<file path="config.mk">
export PLATFORM = sky130hd
export DESIGN_NAME = param_adjust_flat
export DESIGN_NICKNAME = d
export VERILOG_FILES = /design/src/rtl/param_adjust_if.sv /design/src/rtl/param_adjust.sv /design/src/flat_wrapper.sv
export SDC_FILE = /design/constraint.sdc
export NUM_CORES = 1
export LEC_CHECK = 0
export CAP_MARGIN = 20
export CORE_UTILIZATION = 36
export CTS_CLUSTER_DIAMETER = 150
export DETAILED_ROUTE_END_ITERATION = 10
export GPL_ROUTABILITY_DRIVEN = 0
export GPL_TIMING_DRIVEN = 1
export PLACE_DENSITY = 0.62
export SLEW_MARGIN = 20
export SYNTH_ARGS = -nofsm -noshare
export SYNTH_HDL_FRONTEND = slang
export SYNTH_SLANG_ARGS = --single-unit
</file>
<file path="constraint.sdc">
create_clock -name clk -period 2.2 [get_ports clk]
set_clock_uncertainty 0.05 [all_clocks]
set_input_delay 0.66 -clock clk [delete_from_list [all_inputs] [get_ports clk]]
set_output_delay 0.66 -clock clk [all_outputs]
set_load 0.01 [all_outputs]
</file>
<file path="src/rtl/param_adjust_if.sv">
// Setpoint adjust bus: enables and raw buttons in, setpoints and change pulse out.
interface param_adjust_if #(
    parameter int FREC_W = 4,
    parameter int COR_W  = 4
) ();
    logic              frec_en;
    logic              cor_en;
    logic              btn_up;
    logic              btn_down;
    logic [FREC_W-1:0] frec_val;
    logic [COR_W-1:0]  cor_val;
    logic              changed;

    modport master (
        output frec_en, cor_en, btn_up, btn_down,
        input  frec_val, cor_val, changed
    );

    modport slave (
        input  frec_en, cor_en, btn_up, btn_down,
        output frec_val, cor_val, changed
    );
endinterface

</file>
<file path="src/rtl/param_adjust.sv">
// Button-driven frequency/current setpoint stepper with sync, debounce and edge detect.
// Define PARAM_ADJUST_WRAP_EN to wrap at the limits instead of saturating.
module param_adjust #(
    parameter int DEB_CYCLES = 500000,
    parameter int FREC_W     = 4,
    parameter int COR_W      = 4,
    parameter int FREC_MAX   = 15,
    parameter int COR_MAX    = 15,
    parameter int FREC_RST   = 0,
    parameter int COR_RST    = 0
) (
    input logic          clk,
    input logic          reset,
    param_adjust_if.slave bus
);
    localparam int CW = $clog2(DEB_CYCLES + 1);
    localparam logic [CW-1:0] CNT_TOP = CW'(DEB_CYCLES - 1);
    localparam logic [FREC_W-1:0] FMAX = FREC_W'(FREC_MAX);
    localparam logic [COR_W-1:0]  CMAX = COR_W'(COR_MAX);

    // index 0 = up, index 1 = down
    logic [1:0]    raw, s1, s2, db, prev;
    logic [CW-1:0] cnt [2];
    logic          up_p, dn_p;

    logic [FREC_W-1:0] frec_q, frec_nxt, frec_inc, frec_dec;
    logic [COR_W-1:0]  cor_q, cor_nxt, cor_inc, cor_dec;
    logic              changed_q;

    assign raw = {bus.btn_down, bus.btn_up};

    always_ff @(posedge clk) begin
        if (reset) begin
            s1   <= '0;
            s2   <= '0;
            db   <= '0;
            prev <= '0;
            for (int i = 0; i < 2; i++) cnt[i] <= '0;
        end else begin
            s1   <= raw;
            s2   <= s1;
            prev <= db;
            for (int i = 0; i < 2; i++) begin
                if (s2[i] == db[i]) begin
                    cnt[i] <= '0;
                end else if (cnt[i] == CNT_TOP) begin
                    db[i]  <= s2[i];
                    cnt[i] <= '0;
                end else begin
                    cnt[i] <= cnt[i] + 1'b1;
                end
            end
        end
    end

    assign up_p = db[0] & ~prev[0];
    assign dn_p = db[1] & ~prev[1];

`ifdef PARAM_ADJUST_WRAP_EN
    assign frec_inc = (frec_q >= FMAX) ? '0 : frec_q + 1'b1;
    assign frec_dec = (frec_q == '0) ? FMAX : frec_q - 1'b1;
    assign cor_inc  = (cor_q >= CMAX) ? '0 : cor_q + 1'b1;
    assign cor_dec  = (cor_q == '0) ? CMAX : cor_q - 1'b1;
`else
    assign frec_inc = (frec_q >= FMAX) ? frec_q : frec_q + 1'b1;
    assign frec_dec = (frec_q == '0) ? frec_q : frec_q - 1'b1;
    assign cor_inc  = (cor_q >= CMAX) ? cor_q : cor_q + 1'b1;
    assign cor_dec  = (cor_q == '0) ? cor_q : cor_q - 1'b1;
`endif

    // Simultaneous up/down presses fall through to default and are dropped.
    always_comb begin
        frec_nxt = frec_q;
        cor_nxt  = cor_q;
        unique case (1'b1)
            up_p & ~dn_p: begin
                if (bus.frec_en) frec_nxt = frec_inc;
                if (bus.cor_en)  cor_nxt  = cor_inc;
            end
            dn_p & ~up_p: begin
                if (bus.frec_en) frec_nxt = frec_dec;
                if (bus.cor_en)  cor_nxt  = cor_dec;
            end
            default: ;
        endcase
    end

    always_ff @(posedge clk) begin
        if (reset) begin
            frec_q    <= FREC_W'(FREC_RST);
            cor_q     <= COR_W'(COR_RST);
            changed_q <= 1'b0;
        end else begin
            frec_q    <= frec_nxt;
            cor_q     <= cor_nxt;
            changed_q <= (frec_nxt != frec_q) | (cor_nxt != cor_q);
        end
    end

    assign bus.frec_val = frec_q;
    assign bus.cor_val  = cor_q;
    assign bus.changed  = changed_q;
endmodule
</file>
<file path="src/flat_wrapper.sv">
// flat-port wrapper written by rule: the top's interface ports become plain ports
module param_adjust_flat 
#(
    parameter int DEB_CYCLES = 500000,
    parameter int FREC_W     = 4,
    parameter int COR_W      = 4,
    parameter int FREC_MAX   = 15,
    parameter int COR_MAX    = 15,
    parameter int FREC_RST   = 0,
    parameter int COR_RST    = 0
)
  (clk, reset, bus_frec_en, bus_cor_en, bus_btn_up, bus_btn_down, bus_frec_val, bus_cor_val, bus_changed);
  param_adjust_if #(.FREC_W(FREC_W), .COR_W(COR_W)) bus_i ();
  input logic clk;
  input logic reset;
  input wire logic [$bits(bus_i.frec_en)-1:0] bus_frec_en;
  input wire logic [$bits(bus_i.cor_en)-1:0] bus_cor_en;
  input wire logic [$bits(bus_i.btn_up)-1:0] bus_btn_up;
  input wire logic [$bits(bus_i.btn_down)-1:0] bus_btn_down;
  output wire logic [$bits(bus_i.frec_val)-1:0] bus_frec_val;
  output wire logic [$bits(bus_i.cor_val)-1:0] bus_cor_val;
  output wire logic [$bits(bus_i.changed)-1:0] bus_changed;
  assign bus_i.frec_en = bus_frec_en;
  assign bus_i.cor_en = bus_cor_en;
  assign bus_i.btn_up = bus_btn_up;
  assign bus_i.btn_down = bus_btn_down;
  assign bus_frec_val = bus_i.frec_val;
  assign bus_cor_val = bus_i.cor_val;
  assign bus_changed = bus_i.changed;
  param_adjust #(.DEB_CYCLES(DEB_CYCLES), .FREC_W(FREC_W), .COR_W(COR_W), .FREC_MAX(FREC_MAX), .COR_MAX(COR_MAX), .FREC_RST(FREC_RST), .COR_RST(COR_RST)) u_core (.clk(clk), .reset(reset), .bus(bus_i));
endmodule
</file>
* Yosys cells after proc, flatten, opt, wreduce, memory -nomap -nowiden
Memories as Yosys holds them, arrays and structs flattened.
Index checks and enable logic that the tools add are counted.
** Cells by class
- Bitwise logic cells :: 17
- Order comparisons :: 2
- Equality and inequality tests :: 6
- Reduce and logical (&&, ||, !) cells :: 4
- Mux-type cells :: 40
- $add $sub $neg :: 6
** Operators by type and width (count)
- 2-to-1 mux 19 bit :: 6
- adder 19 x 1 -> 19 bit, second input constant :: 2
- == test 19 bit, second input constant :: 2
- 2-to-1 mux 4 bit :: 8
- 2-to-1 mux 1 bit :: 24
- case mux 4 bit (2 select lines) :: 2
- adder 4 x 1 -> 4 bit, second input constant :: 2
- >= comparator 4 bit, second input constant :: 2
- logical NOT 4 bit :: 2
- != test 4 bit :: 2
- subtractor 4 x 1 -> 4 bit, second input constant :: 2
- OR 1 bit :: 7
- inverter 1 bit :: 6
- bitwise AND 1 bit :: 4
- AND reduction 2 bit :: 2
- == test 1 bit :: 2
** Word-level totals
- Bits of input ports :: 6
- Bits in writable memories :: 38
- Memories :: 1
- Output and inout port bits :: 9
- Word-level logic and storage cells :: 84
- Register bits :: 17
** Memories
- u_core.cnt :: words 2, bits a word 19, read ports 2, clocked after Yosys merged registers in 0, wr ports 2, RTL line param_adjust.sv:23 : logic [CW-1:0] cnt [2];

* Logic depth before layout (Yosys ltp)
- Word-level depth :: 7
- Depth in mapped cells :: 9
- Gate-level depth less buffers :: 8

* Least setup slack after synthesis
OpenSTA, ideal clock, no wires.
- Path type :: flip-flop to flip-flop
- From :: register u_core.db[1]
- To :: register u_core.frec_q[1] (netlist: u_core.bus.frec_val[1])
- Arrival :: 1711 ps
- Required time :: 2022 ps
- Setup time :: 128 ps
- Setup slack :: 311 ps
- Path buffers :: 1
- Clock period less this slack :: 1889 ps
- Cell stages (with the launch flop) :: 10
- Cells stage by stage :: dfxtp_1 > nor2b_1 > inv_1 > ha_1 > buf_2 > nor2_1 > o221ai_2 > or2_1 > a22oi_1 > nor2_1
** Between the ends
- Cells in the longest elaborated chain, start to end :: 4
- Elaborated cells on any way between the ends :: 5
- Classes of those cells :: mux (1); bitwise (4)
** Ends and longest elaborated chain
- start: declaration :: RTL line param_adjust.sv:22 : logic [1:0] raw, s1, s2, db, prev;
- start signal: indexed assignment :: RTL line param_adjust.sv:47 : db[i] <= s2[i];
- bitwise AND 1 bit (*) :: RTL line param_adjust.sv:57 : assign dn_p = db[1] & ~prev[1];
- inverter 1 bit :: RTL line param_adjust.sv:76 : up_p & ~dn_p: begin
- bitwise AND 1 bit :: RTL line param_adjust.sv:76
- case mux 4 bit (2 select lines) (*) :: RTL line param_adjust.sv:75 : unique case (1'b1)
- end signal: assignment :: RTL line param_adjust.sv:90 : frec_q <= FREC_W'(FREC_RST);
- end signal: assignment :: RTL line param_adjust.sv:94 : frec_q <= frec_nxt;
- end: declaration :: RTL line param_adjust.sv:26 : logic [FREC_W-1:0] frec_q, frec_nxt, frec_inc, frec_dec;
Every way passes the cells marked *; elsewhere a longest branch is shown, timed or not.
A chain may end at the register's enable or synchronous reset.

* Worst setup path after layout
- From :: register u_core.cor_q[0] (netlist: u_core.bus.cor_val[0])
- To :: output port bus_cor_val[0]
** RTL lines
- start: declaration :: RTL line param_adjust.sv:27 : logic [COR_W-1:0] cor_q, cor_nxt, cor_inc, cor_dec;
- start signal: assignment :: RTL line param_adjust.sv:91 : cor_q <= COR_W'(COR_RST);
- start signal: assignment :: RTL line param_adjust.sv:95 : cor_q <= cor_nxt;
- end: declaration :: RTL line flat_wrapper.sv:21 : output wire logic [$bits(bus_i.cor_val)-1:0] bus_cor_val;
No word-level cell between the ends.

==> impl_results.md <==
- Initial Utilization: 0.377
- Clock slew at reported path FFs: 0.10 ns
- Clk_lat worst skew: roughly 0.31 ns
- Post-route DRC: 0
- Synthesized cell area: between 3000 and 4000 um2
- Final Hold Violating Endpoints: 0
- Leak Pwr: 0.00143 uW
- Critical R2R Launch: u_core.bus.cor_val[1]
- Slowest stage delay, CP: 0.59 ns
- Sink Count: between 50 and 60
- Vias in the first global route: 2431
- Htree depth: 2
- Worst Hold Launch: u_core.s1[0]
- Cts bufs inserted: 5
- Die Wd: approximately 98 um
- Final wirelength: 6500 um
- Nets@finish: between 400 and 500
- Worst Path Arrival: approximately 1.4 ns
- CP endpoint kind: output pin
- Setup crit start: u_core.bus.cor_val[0]
- Synth warn: 0
- Core area: 8850 um2
- I/O Pins: 15
- DRT iter0 DRCs: 120
- Worst setup margin: around 0.10 ns
- Drt pass-1 iters: 6
- Clk buf depth: 2
- Peak supply drop: roughly 0.0003 V
- Placed Instances: ~520
- CP max-delay cell: clkdlybuf4s50_1
- Pre-CTS setup slack: -0.237 ns
- Routed Antenna Nets: 0
- # rows: 34
- DP HPWL: around 4800 um
- Max FO, Critical Path: 7
- CTS tree: yes
- Data required, critical path: between 1 and 1.5 ns
- Ys async rst share: 0
- Distinct cells, synth: just under 60
- Power density cells: between 400 and 500 nW/um2
- Largest net degree at the start of global routing: 20
- Die Y-Extent: 98.3 um
- Area contributors post-synth: edfxtp_1 (34%), dfxtp_1 (10%), nor2_1 (7.6%)
- Clock Root Buffer: clkbuf_8
- Via count: 2669
- Final cell count without fillers: 530
- Final global-route overflow total: 0
- Ys flop type: edfxtp_1
- Sequential area share after synthesis: 0.444
- Antenna cells: 0
- CP Cell Sequence: clkdlybuf4s50_1
- Number of port buffers: 14
- Via-to-Cell Ratio: a little over 5
- First-pass GRT wire length: ~11000 um
- Maximum capacitance violations: 0
- GRT Total Usage: 0.144
- Period utilization: 0.955
- Proportion of layout cells with a drive suffix above 1: 0.114
- Final max-slew violation count: 0
- Hold WS: a little under 0.4 ns
- Synth top area share: 0.342
- Setup CP Type: reg2out
- Area Overhead vs Synth: 19.3%
- CP startpoint kind: flop
- Final critical-path required period: between 2 and 2.5 ns
- Post-Syn Area per Cell: approximately 9.4 um2
- Status: complete, no violations
- Largest area contributor in the netlist: edfxtp_1
- Setup bufs post-CTS: 0
- Delay-heaviest family, CP: buffers and inverters
- Final setup viols: 0
- RSZ-0062 raised after global routing: true
- Post-synth EDFFs: 38
- Synth Register Bits: 55
- Full die area: 9670 um2
- Initial antenna violation count: 0
- Worst path buffer plus inverter count: 1
- FMAX: about 480 MHz
- Routed length per instance: around 12 um
- Mapped Cells: between 300 and 400
- Worst Hold Class: reg2reg
- Post-Route Utilization: 0.450
-- metal layers --
layer / vias up / GRT usage / part of all wire
met4: 0 / 0.0528 / 0.011
met5: - / 0 / 0
met1: 1250 / 0.192 / 0.49
met3: 4 / 0.0251 / 0.034
li1: 1363 / - / -
met2: 52 / 0.233 / 0.46
-- Yosys cell counts, types with 2 or more instances --
library cell,instances
a211oi_1,3
a21boi_0,2
a21o_1,2
a21oi_1,13
a221oi_1,2
a311oi_1,2
and3_1,7
and4_1,4
and4b_1,2
buf_2,8
buf_4,2
clkbuf_1,4
dfxtp_1,17
edfxtp_1,38
ha_1,8
inv_1,14
mux2i_1,2
nand2_1,14
nand2b_1,5
nand3_1,20
nand3b_1,3
nand4_1,11
nor2_1,68
nor2b_1,11
nor3_1,6
nor3_2,2
nor4_1,8
nor4b_1,3
o211ai_1,3
o21ai_0,4
o21ai_1,2
o32ai_1,2
or2_1,3
or3_1,2
xnor2_1,22
xor2_1,14
-- path summary, 6_finish.rpt --
| check | depth (start not counted) | to | slack (ns) |
|---|---|---|---|
| max | 1 | bus_cor_val[0] | 0.10 |
| min | 1 | u_core.s2[0] | 0.39 |
| max reg2reg | 8 | u_core.bus.changed | 0.13 |
| min reg2reg | 1 | u_core.s2[0] | 0.39 |
-- through the flow --
step,setup TNS (ns),instance area [um2],total power [uW]
finish,0,3980,1950
global route,-0.0107,3980,2030
CTS,0,3960,1970
detailed placement,-0.466,3840,1290
global placement,-0.327,3840,1280
floorplan,0,3480,1250
-- registers in the layout, indices dropped and copies added, names as in the netlist --
register,count
u_core.s1,2
u_core.s2,2
u_core.db,2
u_core.bus.frec_val,4
u_core.cnt,38
u_core.prev,2
u_core.bus.cor_val,4
u_core.bus.changed,1
-- layout make-up --
type / instances / area [um2]
inverters: 14 / 52.6
flip-flops and latches: 55 / 1480
multi-input cells: 308 / 1890
well taps: 108 / 135
repair buffers: 37 / 313
fillers: 884 / 4870
clock inverters: 3 / 43.8
clock buffers: 5 / 68.8
-- layout by cell type, fill, tap and decap left out, types with 4 or more instances in the layout --
cell and count:
edfxtp_1 38, and4_1 4, inv_1 14, buf_4 23, xnor2_1 22, nor4_1 7
nand2_1 14, nand3_1 20, clkdlybuf4s50_1 14, o21ai_0 4, and3_1 7, clkbuf_8 5
conb_1 38, nand4_1 11, nor3_1 6, a21oi_1 13, nor2_1 68, ha_1 6
nor2b_1 11, nand2b_1 5, dfxtp_1 15, xor2_1 14
-- power by group --
| group | total, uW | switching [uW] | internal (uW) |
|---|---|---|---|
| combinational | 94.8 | 51.8 | 43.0 |
| clock | 683 | 345 | 339 |
| sequential | 1170 | 33.7 | 1140 |
| total | 1950 | 430 | 1520 |
-- logic make-up after synthesis --
logic type,count (synthesis),synth area share
flip-flops,55,0.444
adder cells (fa/ha/maj),8,0.0300
AO/OA/AOI/OAI,44,0.0952
multiplexers,2,0.00599
other,1,0.00112
AND/OR/NAND/NOR,180,0.290
buffers and inverters,29,0.0401
XOR/XNOR,36,0.0944
-- repair_timing --
item	CTS	global route
hold buffers	0	0
endpoints found under the setup margin	1	7
gates cloned	0	0
gates resized for setup	1	6
endpoints found under the hold margin	0	0
-- worst register-to-register path: stages (launching register included) --
cell and delay (ns):
dfxtp_1 0.40, inv_1 0.13, ha_2 0.25, or3b_1 0.40
nor2_1 0.11, nor4_1 0.06, buf_4 0.14, nor4_1 0.30
a311oi_1 0.13
Power figures use the tool's default switching activity.
